File: src/rtl/bsg_mem_bist_pkg.sv
// bsg_mem_bist_pkg
// Shared types and constants for the single-port March C- BIST engine.
//   march_elem_e : march element index E0..E5 (also reported as fail_elem_o)
//   bist_state_e : top-level sequencer states
//   march_op_t   : per-element op descriptor (direction, read/write backgrounds)
//   MARCH_OPS    : descriptor table indexed by march_elem_e
package bsg_mem_bist_pkg;

  typedef enum logic [2:0] {
    ELEM_E0 = 3'd0,
    ELEM_E1 = 3'd1,
    ELEM_E2 = 3'd2,
    ELEM_E3 = 3'd3,
    ELEM_E4 = 3'd4,
    ELEM_E5 = 3'd5
  } march_elem_e;

  typedef enum logic [1:0] {
    ST_IDLE  = 2'd0,
    ST_RUN   = 2'd1,
    ST_DRAIN = 2'd2,
    ST_DONE  = 2'd3
  } bist_state_e;

  // down      : 1 = walk addresses els_p-1 -> 0
  // has_read  : element starts each address with a read of rd_bg
  // rd_bg     : expected background of that read (replicated to full width)
  // has_write : element writes wr_bg to each address (after the read, if any)
  // wr_bg     : background written
  typedef struct packed {
    logic down;
    logic has_read;
    logic rd_bg;
    logic has_write;
    logic wr_bg;
  } march_op_t;

  localparam march_elem_e LAST_ELEM = ELEM_E5;

  // March C-: E0 up w0 / E1 up (r0,w1) / E2 up (r1,w0) /
  //           E3 down (r0,w1) / E4 down (r1,w0) / E5 up r0.
  // Entries 6 and 7 are unreachable padding so any 3-bit index is in range.
  localparam march_op_t MARCH_OPS [8] = '{
    '{down: 1'b0, has_read: 1'b0, rd_bg: 1'b0, has_write: 1'b1, wr_bg: 1'b0},
    '{down: 1'b0, has_read: 1'b1, rd_bg: 1'b0, has_write: 1'b1, wr_bg: 1'b1},
    '{down: 1'b0, has_read: 1'b1, rd_bg: 1'b1, has_write: 1'b1, wr_bg: 1'b0},
    '{down: 1'b1, has_read: 1'b1, rd_bg: 1'b0, has_write: 1'b1, wr_bg: 1'b1},
    '{down: 1'b1, has_read: 1'b1, rd_bg: 1'b1, has_write: 1'b1, wr_bg: 1'b0},
    '{down: 1'b0, has_read: 1'b1, rd_bg: 1'b0, has_write: 1'b0, wr_bg: 1'b0},
    '{down: 1'b0, has_read: 1'b0, rd_bg: 1'b0, has_write: 1'b0, wr_bg: 1'b0},
    '{down: 1'b0, has_read: 1'b0, rd_bg: 1'b0, has_write: 1'b0, wr_bg: 1'b0}
  };

endpackage

File: src/rtl/bsg_mem_bist_addr_gen.sv
// bsg_mem_bist_addr_gen
// Up/down address counter for the march sequencer. The register is the
// address currently presented to the memory.
//   clk_i, reset_n_i : clock, asynchronous active-low reset
//   load_i           : load start address (els_p-1 if load_down_i, else 0)
//   load_down_i      : direction of the element being loaded
//   step_i           : advance one address in direction down_i
//   down_i           : direction of the element currently running
//   addr_o           : current address
//   last_o           : addr_o is the final address for direction down_i
module bsg_mem_bist_addr_gen
  #(parameter int els_p         = 512,
    parameter int addr_width_lp = $clog2(els_p))
  (input  logic                     clk_i,
   input  logic                     reset_n_i,
   input  logic                     load_i,
   input  logic                     load_down_i,
   input  logic                     step_i,
   input  logic                     down_i,
   output logic [addr_width_lp-1:0] addr_o,
   output logic                     last_o);

  // Terminal is els_p-1, not 2^n-1, so non-power-of-two depths work.
  localparam logic [addr_width_lp-1:0] max_addr_lp = addr_width_lp'(els_p - 1);
  localparam logic [addr_width_lp-1:0] one_lp      = addr_width_lp'(1);

  logic [addr_width_lp-1:0] addr_q, addr_d;
  logic                     at_max, at_zero;

  assign at_max  = (addr_q == max_addr_lp);
  assign at_zero = (addr_q == '0);

  always_comb begin
    addr_d = addr_q;
    if (load_i) begin
      addr_d = load_down_i ? max_addr_lp : '0;
    end else if (step_i) begin
      addr_d = down_i ? (addr_q - one_lp) : (addr_q + one_lp);
    end
  end

  always_ff @(posedge clk_i or negedge reset_n_i) begin
    if (!reset_n_i) begin
      addr_q <= '0;
    end else begin
      addr_q <= addr_d;
    end
  end

  assign addr_o = addr_q;
  assign last_o = down_i ? at_zero : at_max;

endmodule

File: src/rtl/bsg_mem_1rw_march_bist.sv
// bsg_mem_1rw_march_bist
// March C- built-in self-test initiator for a single-port 1rw memory with
// one-cycle synchronous read latency. A start pulse in IDLE/DONE runs all
// six march elements over addresses 0..els_p-1, one op per cycle, and
// reports pass/fail plus the first failing (address, element).
//   clk_i, reset_n_i    : clock, asynchronous active-low reset
//   start_i             : start request, honoured only in IDLE or DONE
//   busy_o              : high during RUN and DRAIN
//   done_o              : high in DONE, held until the next accepted start
//   pass_o              : valid with done_o, 1 = no mismatch observed
//   fail_addr_o/elem_o  : location of the first mismatch
//   mem_v_o .. mem_w_mask_o : registered memory request port
//   mem_data_i          : read data, valid the cycle after a read
module bsg_mem_1rw_march_bist
  import bsg_mem_bist_pkg::*;
  #(parameter int width_p       = 64,
    parameter int els_p         = 512,
    parameter int addr_width_lp = $clog2(els_p))
  (input  logic                     clk_i,
   input  logic                     reset_n_i,
   input  logic                     start_i,
   output logic                     busy_o,
   output logic                     done_o,
   output logic                     pass_o,
   output logic [addr_width_lp-1:0] fail_addr_o,
   output logic [2:0]               fail_elem_o,
   output logic                     mem_v_o,
   output logic                     mem_w_o,
   output logic [addr_width_lp-1:0] mem_addr_o,
   output logic [width_p-1:0]       mem_data_o,
   output logic [width_p-1:0]       mem_w_mask_o,
   input  logic [width_p-1:0]       mem_data_i);

  // Sequencer state. elem_q/phase_q/address describe the op currently on
  // the memory port; phase_q=1 marks the write half of a read-write pair.
  bist_state_e state_q, state_d;
  march_elem_e elem_q, elem_d, elem_nxt;
  logic        phase_q, phase_d;

  logic        start_accept;
  logic        cur_is_read;
  logic        addr_done;

  logic        gen_load, gen_load_down, gen_step, gen_down, gen_last;
  logic [addr_width_lp-1:0] gen_addr;

  // Registered memory request (address comes from the generator register).
  logic               mem_v_q, mem_v_d;
  logic               mem_w_q, mem_w_d;
  logic [width_p-1:0] mem_data_q, mem_data_d;
  logic [width_p-1:0] mem_mask_q, mem_mask_d;

  // Compare pipeline: what the read on the port this cycle expects.
  logic                     cmp_v_q, cmp_v_d;
  logic                     cmp_bg_q, cmp_bg_d;
  march_elem_e              cmp_elem_q, cmp_elem_d;
  logic [addr_width_lp-1:0] cmp_addr_q, cmp_addr_d;
  logic                     mismatch;

  // Sticky result and first-failure capture.
  logic                     fail_q, fail_d;
  logic [addr_width_lp-1:0] fail_addr_q, fail_addr_d;
  march_elem_e              fail_elem_q, fail_elem_d;
  logic                     pass_q, pass_d;

  assign start_accept = start_i && ((state_q == ST_IDLE) || (state_q == ST_DONE));
  assign elem_nxt     = march_elem_e'(elem_q + 3'd1);
  assign gen_down     = MARCH_OPS[elem_q].down;
  assign cur_is_read  = MARCH_OPS[elem_q].has_read && !phase_q;
  // An address is finished unless we are on the read half of a read-write pair.
  assign addr_done    = !(cur_is_read && MARCH_OPS[elem_q].has_write);

  bsg_mem_bist_addr_gen #(
    .els_p         (els_p),
    .addr_width_lp (addr_width_lp)
  ) u_addr_gen (
    .clk_i       (clk_i),
    .reset_n_i   (reset_n_i),
    .load_i      (gen_load),
    .load_down_i (gen_load_down),
    .step_i      (gen_step),
    .down_i      (gen_down),
    .addr_o      (gen_addr),
    .last_o      (gen_last)
  );

  // Next-state and next memory request. The request registers are loaded
  // from the *next* op so that the port is fully registered with no bubble.
  always_comb begin
    state_d       = state_q;
    elem_d        = elem_q;
    phase_d       = phase_q;
    gen_load      = 1'b0;
    gen_load_down = 1'b0;
    gen_step      = 1'b0;

    case (state_q)
      ST_IDLE, ST_DONE: begin
        if (start_accept) begin
          state_d       = ST_RUN;
          elem_d        = ELEM_E0;
          phase_d       = 1'b0;
          gen_load      = 1'b1;
          gen_load_down = MARCH_OPS[ELEM_E0].down;
        end
      end
      ST_RUN: begin
        if (!addr_done) begin
          phase_d = 1'b1;
        end else begin
          phase_d = 1'b0;
          if (!gen_last) begin
            gen_step = 1'b1;
          end else if (elem_q == LAST_ELEM) begin
            state_d = ST_DRAIN;
          end else begin
            elem_d        = elem_nxt;
            gen_load      = 1'b1;
            gen_load_down = MARCH_OPS[elem_nxt].down;
          end
        end
      end
      ST_DRAIN: begin
        state_d = ST_DONE;
      end
      default: begin
        state_d = ST_IDLE;
      end
    endcase

    mem_v_d    = (state_d == ST_RUN);
    mem_w_d    = mem_v_d && (!MARCH_OPS[elem_d].has_read || phase_d);
    mem_data_d = (mem_w_d && MARCH_OPS[elem_d].wr_bg) ? '1 : '0;
    mem_mask_d = mem_w_d ? '1 : '0;
  end

  // Capture what the read now on the port should return next cycle.
  always_comb begin
    cmp_v_d    = (state_q == ST_RUN) && cur_is_read;
    cmp_bg_d   = MARCH_OPS[elem_q].rd_bg;
    cmp_elem_d = elem_q;
    cmp_addr_d = gen_addr;
  end

  assign mismatch = cmp_v_q && (mem_data_i != {width_p{cmp_bg_q}});

  // The DRAIN cycle still carries the final compare, so pass folds it in.
  always_comb begin
    fail_d      = fail_q;
    fail_addr_d = fail_addr_q;
    fail_elem_d = fail_elem_q;
    pass_d      = pass_q;
    if (start_accept) begin
      fail_d      = 1'b0;
      fail_addr_d = '0;
      fail_elem_d = ELEM_E0;
      pass_d      = 1'b0;
    end else begin
      if (mismatch && !fail_q) begin
        fail_d      = 1'b1;
        fail_addr_d = cmp_addr_q;
        fail_elem_d = cmp_elem_q;
      end
      if (state_q == ST_DRAIN) begin
        pass_d = !(fail_q || mismatch);
      end
    end
  end

  always_ff @(posedge clk_i or negedge reset_n_i) begin
    if (!reset_n_i) begin
      state_q     <= ST_IDLE;
      elem_q      <= ELEM_E0;
      phase_q     <= 1'b0;
      mem_v_q     <= 1'b0;
      mem_w_q     <= 1'b0;
      mem_data_q  <= '0;
      mem_mask_q  <= '0;
      cmp_v_q     <= 1'b0;
      cmp_bg_q    <= 1'b0;
      cmp_elem_q  <= ELEM_E0;
      cmp_addr_q  <= '0;
      fail_q      <= 1'b0;
      fail_addr_q <= '0;
      fail_elem_q <= ELEM_E0;
      pass_q      <= 1'b0;
    end else begin
      state_q     <= state_d;
      elem_q      <= elem_d;
      phase_q     <= phase_d;
      mem_v_q     <= mem_v_d;
      mem_w_q     <= mem_w_d;
      mem_data_q  <= mem_data_d;
      mem_mask_q  <= mem_mask_d;
      cmp_v_q     <= cmp_v_d;
      cmp_bg_q    <= cmp_bg_d;
      cmp_elem_q  <= cmp_elem_d;
      cmp_addr_q  <= cmp_addr_d;
      fail_q      <= fail_d;
      fail_addr_q <= fail_addr_d;
      fail_elem_q <= fail_elem_d;
      pass_q      <= pass_d;
    end
  end

  assign busy_o       = (state_q == ST_RUN) || (state_q == ST_DRAIN);
  assign done_o       = (state_q == ST_DONE);
  assign pass_o       = pass_q;
  assign fail_addr_o  = fail_addr_q;
  assign fail_elem_o  = fail_elem_q;
  assign mem_v_o      = mem_v_q;
  assign mem_w_o      = mem_w_q;
  assign mem_addr_o   = gen_addr;
  assign mem_data_o   = mem_data_q;
  assign mem_w_mask_o = mem_mask_q;

endmodule

File: config.mk
export PLATFORM = sky130hd
export DESIGN_NAME = bsg_mem_1rw_march_bist
export DESIGN_NICKNAME = d
export VERILOG_FILES = /design/src/rtl/bsg_mem_bist_pkg.sv /design/src/rtl/bsg_mem_bist_addr_gen.sv /design/src/rtl/bsg_mem_1rw_march_bist.sv
export SDC_FILE = /design/constraint.sdc
export NUM_CORES = 1
export LEC_CHECK = 0
export CORE_UTILIZATION = 40
export CTS_BUF_LIST = sky130_fd_sc_hd__clkbuf_4 sky130_fd_sc_hd__clkbuf_8 sky130_fd_sc_hd__clkbuf_16
export DETAILED_ROUTE_END_ITERATION = 12
export GPL_TIMING_DRIVEN = 0
export PLACE_DENSITY = 0.85
export SYNTH_ARGS = -nofsm -noshare
export SYNTH_HDL_FRONTEND = slang
export SYNTH_SLANG_ARGS = --single-unit
File: constraint.sdc
create_clock -name clk_i -period 8.2 [get_ports clk_i]
set_clock_uncertainty 0.2 [all_clocks]
set_input_delay 1.64 -clock clk_i [delete_from_list [all_inputs] [get_ports clk_i]]
set_output_delay 1.64 -clock clk_i [all_outputs]
set_load 0.02 [all_outputs]
==> impl_metrics.yaml, run 1 <==
synthesis:
  synth_nets: 487
  ys_seq_elements: 46
  async_flop_share: 1.00
  synthCells: 404
  synth.area.top_cells: "dfrtp_1 (32%), buf_4 (26%), ha_1 (5.2%)"
  synth_edf_count: 0
  synth_area_per_cell_um2: 9.00
  seq_area_frac_synth: 0.316
  ys.flop_type: "dfrtp_1"
  synthDistinctLibCells: 49
  synth.largest_area_cell: "dfrtp_1"
  synth_warnings: 0
  synth_area_um2: 3640
  yosysTopAreaCellShare: 0.316
timing:
  period_needed_ns: 4.14
  worstMarginPinSlew_ns: 1.02
  hold_viol: 0
  setup_viol: 0
  max-slew-margin-rel: 0.322
  timing.final.crit_share: 0.505
  tns_ns: 0
  drv_slew: 0
  whs_ns: 0.246
  clock.fmax_mhz: 241
  rsz0062_at_grt: "false"
finish:
  syn_to_final_growth_pct: 67.3
  final_cell_mix: "clkdlybuf4s50_1 (219), buf_4 (127), dfrtp_1 (44), nor2_1 (31), nand2_1 (19)"
  antennaDiodeCount: 0
  final_cells: 741
  drive_gt1_frac: 0.239
  fin_nets: 715
  final_common_cell: "clkdlybuf4s50_1"
setup_path:
  cp.required_ns: 8.19
  critPathKind: "in -> reg"
  cpMostUsedCell: "nor2_1"
  slowest_delay_ns: 0.53
  path_cells: "clkdlybuf4s50_1 -> or4_1 -> nor4_1 -> o22ai_1 -> o41ai_1 -> nor2_1 -> buf_2 -> mux2i_1 -> nor2_1"
  start_kind: "primary input"
  cp_slowest_cell: "or4_1"
  cp-end-kind: "flip-flop"
  critPathTopFamily: "simple AND/OR/NAND/NOR gates"
  crit_buf_inv: 2
  critPathMaxFanout: 10
  worstPathArrival_ns: 4.13
detailed_routing:
  vias: 3543
  viasPerCell: 4.78
  wl_per_cell_um: 14.6
  wl_um: 10800
  drtIter0Drc: 138
  firstDrtPassIters: 5
  ant_nets: 0
  route.detailed.drc: 0
grt:
  grt-ovfl-total: 0
  antenna_found_initial: 0
  grt_max_degree: 66
  grt_pass1_wl_um: 17200
  first_global_vias: 3409
  track_usage: 0.223
clock_network:
  post_cts_buffers: 0
  numClockSinks: 46
  holdBufCountCts: 0
  cts_tree: "yes"
  cts_root_buf: "clkbuf_8"
  path_clk_slew_ns: 0.10
  clockBufferDepth: 2
  cts_resized: 0
  clk_latency_ns: 0.30
  cts_buffers: 5
  cts-htree-levels: 2
placed_design:
  port_buffers: 220
  gp_congestion: 0.910
  dp_cells: 733
  dp_hpwl_um: 8920
power:
  seq_power_share: 0.232
  clock_power_share: 0.090
  power_switching_share: 0.408
  power_mw: 1.59
  internal_power_mw: 0.941
  combPwrFrac: 0.678
  p_leak_nw: 2.67
  p_per_area_nw_per_um2: 261
  p_switching_mw: 0.649
  vdd_ir_drop_max_v: 0.000319
floorplan:
  ioPinCount: 221
  die_h_um: 97.4
  placeableCoreArea_um2: 8760
  die_w_um: 97.4
  dieArea_um2: 9480
  rows: 34
  start_util: 0.415
hold_path:
  hp-class: "reg -> reg"
flow_run:
  cap_viol_max_count: 0
status:
  outcome: "completed"
## registers in the layout, indices dropped and copies added, names as in the netlist
name / flops
cmp_v_q: 1
cmp_elem_d: 3
pass_o: 1
mem_w_mask_o: 1
mem_data_o: 1
fail_q: 1
fail_elem_o: 3
cmp_addr_q: 9
cmp_bg_q: 1
u_addr_gen.addr_o: 9
state_q: 2
mem_v_o: 1
fail_addr_o: 9
cmp_elem_q: 3
phase_q: 1
## stage by stage
stage               area [um2]  utilization  worst slack (ns)
global placement          5970        0.682              3.73
detailed placement        5990        0.684              3.66
floorplan                 3640            -              4.47
CTS                       6090        0.694              3.99
finish                    6090        0.694              4.06
global route              6090        0.694              3.81
## metal layers
layer	routed length [um]	share of wire	track usage	vias up
met5	0	0	0	-
met4	221	0.020	0.0701	0
met3	730	0.067	0.0460	18
met2	5720	0.53	0.418	149
met1	4160	0.38	0.252	1631
li1	-	-	-	1745
## final timing paths
kind	end	cells after the start	startpoint	slack, ns
min reg2reg	cmp_elem_q[0]	0	cmp_elem_d[0]	0.25
max in group asynchronous	mem_data_o[62]	2	reset_n_i	6.27
max reg2reg	u_addr_gen.addr_o[8]	11	cmp_elem_d[1]	5.06
max	fail_addr_o[7]	9	mem_data_i[58]	4.06
min	cmp_elem_q[0]	0	cmp_elem_d[0]	0.25
min in group asynchronous	cmp_addr_q[3]	1	reset_n_i	1.03
## cells in the mapped netlist (all sizes together), types with 2 or more instances
library cell	count
o21ai	12
o41ai	2
buf	129
or3	10
a21oi	14
xor2	4
nor3	11
o221a	2
nand2b	3
o211ai	3
clkbuf	4
dfrtp	46
a211oi	2
nand3	12
xnor2	4
nor2	31
mux2i	14
and2	3
nor4	10
nor2b	3
or4	8
ha	15
mux2	2
nand2	19
o21bai	2
inv	11
o22ai	4
nand4	10
o22a	2
## power by group through the flow
stage          Clock [mW]  Combinational, mW  Sequential, mW
2_1_floorplan           0              0.603           0.377
3_3_place_gp            0               1.07           0.367
3_5_place_dp            0               1.08           0.375
4_1_cts             0.143               1.08           0.370
5_1_grt             0.152               1.14           0.383
6_report            0.143               1.08           0.369
## cell families (layout without fill, tap and decap cells)
family                     count (synthesis)  count (layout)  synth area share
DFF                                       46              46             0.316
buffers and inverters                    144             373             0.282
and+or+nand+nor                          126             126             0.188
xor gates and xnor gates                   8               8            0.0193
adders and majority gates                 16              16            0.0571
muxes                                     16              16            0.0457
AOI/OAI and AO/OA                         48              48            0.0915
## area by class of cell
class / count / area (um2)
clock inverter: 3 / 25.0
inverter: 11 / 41.3
buffer: 133 / 985
clock buffer: 5 / 68.8
timing repair buffer: 221 / 2220
multi-input combinational: 214 / 1460
fill: 689 / 2680
sequential: 46 / 1150
tap: 108 / 135
No activity file was read; power rests on OpenSTA's default activity.
==> inputs of run 2 (changes only) <==
CORE_UTILIZATION = 38   (was 40)
PLACE_DENSITY = 0.81   (was 0.85)
clock period = 4.2 ns   (was 8.2 ns; I/O delays follow)
==> run 2 against run 1 <==
Wire length down 2.4%. Sequential power rose by 95%. Critical path depth did not move. Clock-buffer cell count unchanged. Sequential share of layout area shrank 0.22 points. Power grew 100%. Critical path type unchanged.
==> impl_metrics.yaml, run 2 (synthesis gave the netlist of run 1 again) <==
grt:
  grt_pass1_wl_um: 15900
  grt_max_degree: 66
  grt-ovfl-total: 0
  track_usage: 0.199
  antenna_found_initial: 0
  first_global_vias: 3162
setup_path:
  r2r_slack_ns: 0.97
  r2r-start: "cmp_elem_d[1]"
  cp-end-kind: "flip-flop"
  start_kind: "primary input"
  critPathKind: "in -> reg"
  rr_worst_depth: 11
  r2r-end: "u_addr_gen.addr_o[8]"
  critPathMaxFanout: 10
  worstPathArrival_ns: 3.30
  cp.required_ns: 4.17
placed_design:
  dpl_cell_area_um2: 6020
  gp_congestion: 0.885
  dp_cells: 754
  port_buffers: 220
  pre_cts_slack_ns: 0.474
  dp_hpwl_um: 8630
clock_network:
  post_cts_buffers: 0
  path_clk_slew_ns: 0.09
  cts_tree: "yes"
  clockBufferDepth: 2
  clk_latency_ns: 0.30
  cts_buffers: 5
  holdBufCountCts: 0
  cts_root_buf: "clkbuf_8"
  cts_resized: 0
  numClockSinks: 46
  cts-htree-levels: 2
timing:
  setup_viol: 0
  worstMarginPinSlew_ns: 0.990
  clock.fmax_mhz: 300
  rsz0062_at_grt: "false"
  timing.final.crit_share: 0.794
  drv_slew: 0
  period_needed_ns: 3.33
  hold_viol: 0
  setup_slack_ns: 0.867
  max-slew-margin-rel: 0.340
  tns_ns: 0
detailed_routing:
  viasPerCell: 4.54
  firstDrtPassIters: 4
  vias: 3462
  route.detailed.drc: 0
  wl_per_cell_um: 13.9
  wl_um: 10600
  drtIter0Drc: 262
  ant_nets: 0
hold_path:
  hold_end: "cmp_elem_q[2]"
  hp-start: "cmp_elem_d[2]"
  holdPathStages: 0
  hp-class: "reg -> reg"
floorplan:
  ioPinCount: 221
  dieArea_um2: 9970
  die_h_um: 99.8
  placeableCoreArea_um2: 9240
  start_util: 0.394
  rows: 35
  die_w_um: 99.8
finish:
  final_common_cell: "clkdlybuf4s50_1"
  antennaDiodeCount: 0
  final_cell_mix: "clkdlybuf4s50_1 (219), buf_4 (127), dfrtp_1 (44), nor2_1 (31), nand2_1 (19)"
  multi_input_area_um2: 1460
  fin_area_um2: 6160
  final_cells: 762
  fin_nets: 715
  fillers: 729
  seqCellArea_um2: 1150
  drive_gt1_frac: 0.239
  syn_to_final_growth_pct: 69.2
power:
  p_leak_nw: 2.70
  power_mw: 3.22
  p_per_area_nw_per_um2: 523
  vdd_ir_drop_max_v: 0.000611
flow_run:
  cap_viol_max_count: 0
status:
  outcome: "completed"
## run 2: changes by cell type in the layout (fill, tap and decap cells not counted)
cell,delta
bufinv_16,+2
clkinvlp_4,-1
inv_6,-1
## run 2: worst max-delay path by stage
stage              startpoint        endpoint
4_1_cts        mem_data_i[34]  fail_addr_o[2]
5_1_grt        mem_data_i[34]  fail_addr_o[2]
3_3_place_gp   mem_data_i[58]  fail_addr_o[5]
6_report       mem_data_i[35]  fail_addr_o[2]
2_1_floorplan  mem_data_i[58]  fail_addr_o[2]
3_5_place_dp   mem_data_i[34]  fail_addr_o[2]
## run 2: routing by layer
layer  share of wire  wire [um]  vias up  global-route usage
met1            0.41       4320     1585               0.247
li1                -          -     1734                   -
met2            0.51       5410      130               0.356
met3           0.067        709       13              0.0341
met4           0.013        137        0              0.0520
met5               0          0        -                   0
## run 2: cell type report
cell class / instances / share of cell area
Buffer: 133 / 0.160
Clock buffer: 5 / 0.0112
Clock inverter: 3 / 0.0112
Inverter: 11 / 0.00671
Multi-Input combinational cell: 214 / 0.237
Sequential cell: 46 / 0.187
Tap cell: 129 / 0.0262
Timing Repair Buffer: 221 / 0.360
## run 2: worst max-delay path, stage by stage
cell             delay [ns]
clkdlybuf4s50_1        0.43
or4_1                  0.52
nor4_1                 0.27
o22ai_1                0.12
o41ai_1                0.45
nor2_1                 0.16
buf_2                  0.25
mux2i_1                0.20
nor2_1                 0.07
## run 2: report_power, final
| part | switching (mW) | internal (mW) |
|---|---|---|
| logic | 0.924 | 1.18 |
| clock network | 0.152 | 0.238 |
| registers | 0.189 | 0.532 |
## run 2: metrics by stage
step / hold WS (ns) / utilization
after global routing: 0.274 / 0.666
final: 0.250 / 0.666
after global placement: 0.227 / 0.649
after CTS: 0.251 / 0.666
after floorplan: 0.205 / -
after detailed placement: 0.228 / 0.651
==> inputs of run 3 (changes only) <==
clock period = 3.2 ns   (was 4.2 ns; I/O delays follow)
==> run 3 against run 2 <==
Die area did not move. Highest routed layer unchanged. Critical path depth rose by 2. Global-route usage rose by 0.060 points. Largest power group unchanged. Flip-flop and latch count did not move.
==> impl_metrics.yaml, run 3 (synthesis gave the netlist of run 1 again) <==
setup_path:
  cp.required_ns: 3.18
  critPathKind: "reg -> reg"
  crit_start: "cmp_elem_d[0]"
  start_kind: "flip-flop"
  r2r-end: "u_addr_gen.addr_o[8]"
  rr_worst_depth: 11
  cp-end-kind: "flip-flop"
  r2r_slack_ns: 0.15
  r2r-start: "cmp_elem_d[0]"
  worstPathArrival_ns: 3.03
  critPathMaxFanout: 12
timing:
  period_needed_ns: 3.05
  setup_viol: 0
  rsz0062_at_grt: "false"
  clock.fmax_mhz: 328
  drv_slew: 0
  worstMarginPinSlew_ns: 0.992
  max-slew-margin-rel: 0.339
  timing.final.crit_share: 0.954
  hold_viol: 0
  whs_ns: 0.0809
grt:
  antenna_found_initial: 0
  grt_pass1_wl_um: 15900
  grt_max_degree: 66
  track_usage: 0.200
  first_global_vias: 3174
  grt-ovfl-total: 0
floorplan:
  start_util: 0.394
  ioPinCount: 221
  die_h_um: 99.8
  die_w_um: 99.8
  rows: 35
  dieArea_um2: 9970
  placeableCoreArea_um2: 9240
finish:
  fin_nets: 715
  fillers: 725
  final_cell_mix: "clkdlybuf4s50_1 (219), buf_4 (127), dfrtp_1 (43), nor2_1 (31), nand2_1 (19)"
  final_cells: 762
  drive_gt1_frac: 0.248
  syn_to_final_growth_pct: 70.1
  antennaDiodeCount: 0
  final_common_cell: "clkdlybuf4s50_1"
  fin_area_um2: 6190
status:
  outcome: "completed"
power:
  p_per_area_nw_per_um2: 684
  vdd_ir_drop_max_v: 0.000802
  p_leak_nw: 2.70
placed_design:
  dpl_cell_area_um2: 6020
  gp_congestion: 0.885
  dp_cells: 754
  dp_hpwl_um: 8630
  port_buffers: 220
detailed_routing:
  viasPerCell: 4.55
  ant_nets: 0
  drtIter0Drc: 243
  firstDrtPassIters: 4
  wl_per_cell_um: 14.0
  route.detailed.drc: 0
  vias: 3464
  wl_um: 10700
flow_run:
  cap_viol_max_count: 0
clock_network:
  clockBufferDepth: 2
  clk_latency_ns: 0.30
  cts_tree: "yes"
  cts-htree-levels: 2
  cts_buffers: 5
  cts_root_buf: "clkbuf_8"
  path_clk_slew_ns: 0.09
  post_cts_buffers: 0
  numClockSinks: 46
  holdBufCountCts: 0
hold_path:
  hp-class: "in -> async"
## run 3: cell counts in the layout (fill, tap and decap cells not counted)
Identical to the previous run, type by type.
## run 3: cell type report
class                   instances  area (um2)  area share
plain buffers                 133         985       0.159
clock inverters                 3        68.8      0.0111
flip-flops and latches         46        1150       0.187
repair buffers                221        2220       0.358
multi-input cells             214        1490       0.241
inverters                      11        41.3     0.00667
well taps                     129         161      0.0261
clock buffers                   5        68.8      0.0111
## run 3: repair_timing
action                                  in CTS  in global routing
cloned                                       0                  0
endpoints found under the setup margin       2                  9
resized for setup                            2                  4
## run 3: worst max path at each step
stage          slack (ns)  cells past startpoint                    to
2_1_floorplan        0.40                     11  u_addr_gen.addr_o[8]
3_3_place_gp        -0.21                      9        fail_addr_o[5]
3_5_place_dp        -0.33                      9        fail_addr_o[2]
4_1_cts              0.08                     11  u_addr_gen.addr_o[8]
5_1_grt              0.01                      9        fail_addr_o[2]
6_report             0.15                     11  u_addr_gen.addr_o[8]
## run 3: power by group
| group | internal [mW] | switching (mW) | leakage, nW | total [mW] |
|---|---|---|---|---|
| sequential | 0.699 | 0.247 | 0.602 | 0.946 |
| clock | 0.313 | 0.201 | 0.0683 | 0.514 |
| combinational | 1.55 | 1.22 | 2.03 | 2.77 |
| total | 2.57 | 1.67 | 2.70 | 4.23 |
## run 3: per-layer routing
metal,routed length (um),global-route usage,vias up
met4,137,0.0520,0
met1,4310,0.248,1588
met5,0,0,-
li1,-,-,1730
met2,5500,0.358,133
met3,712,0.0341,13
## run 3: worst max-delay path, stage by stage, from the launching register on
cell and delay, ns:
dfrtp_1 0.41, inv_1 0.12, ha_1 0.27, mux2_4 0.36, fa_1 0.43, a21oi_2 0.17
o211ai_1 0.16, o41ai_2 0.28, xor2_1 0.22, nand2_1 0.07, a21oi_1 0.16, a211oi_1 0.06
## run 3: through the flow
stage               TNS [ns]  utilization  total power, mW  worst slack (ns)
floorplan                  0            -             2.51             0.396
detailed placement     -2.77        0.651             3.73            -0.326
CTS                        0        0.668             4.25            0.0835
global route               0        0.670             4.45            0.0116
finish                     0        0.670             4.23             0.147
global placement       -2.05        0.649             3.70            -0.209
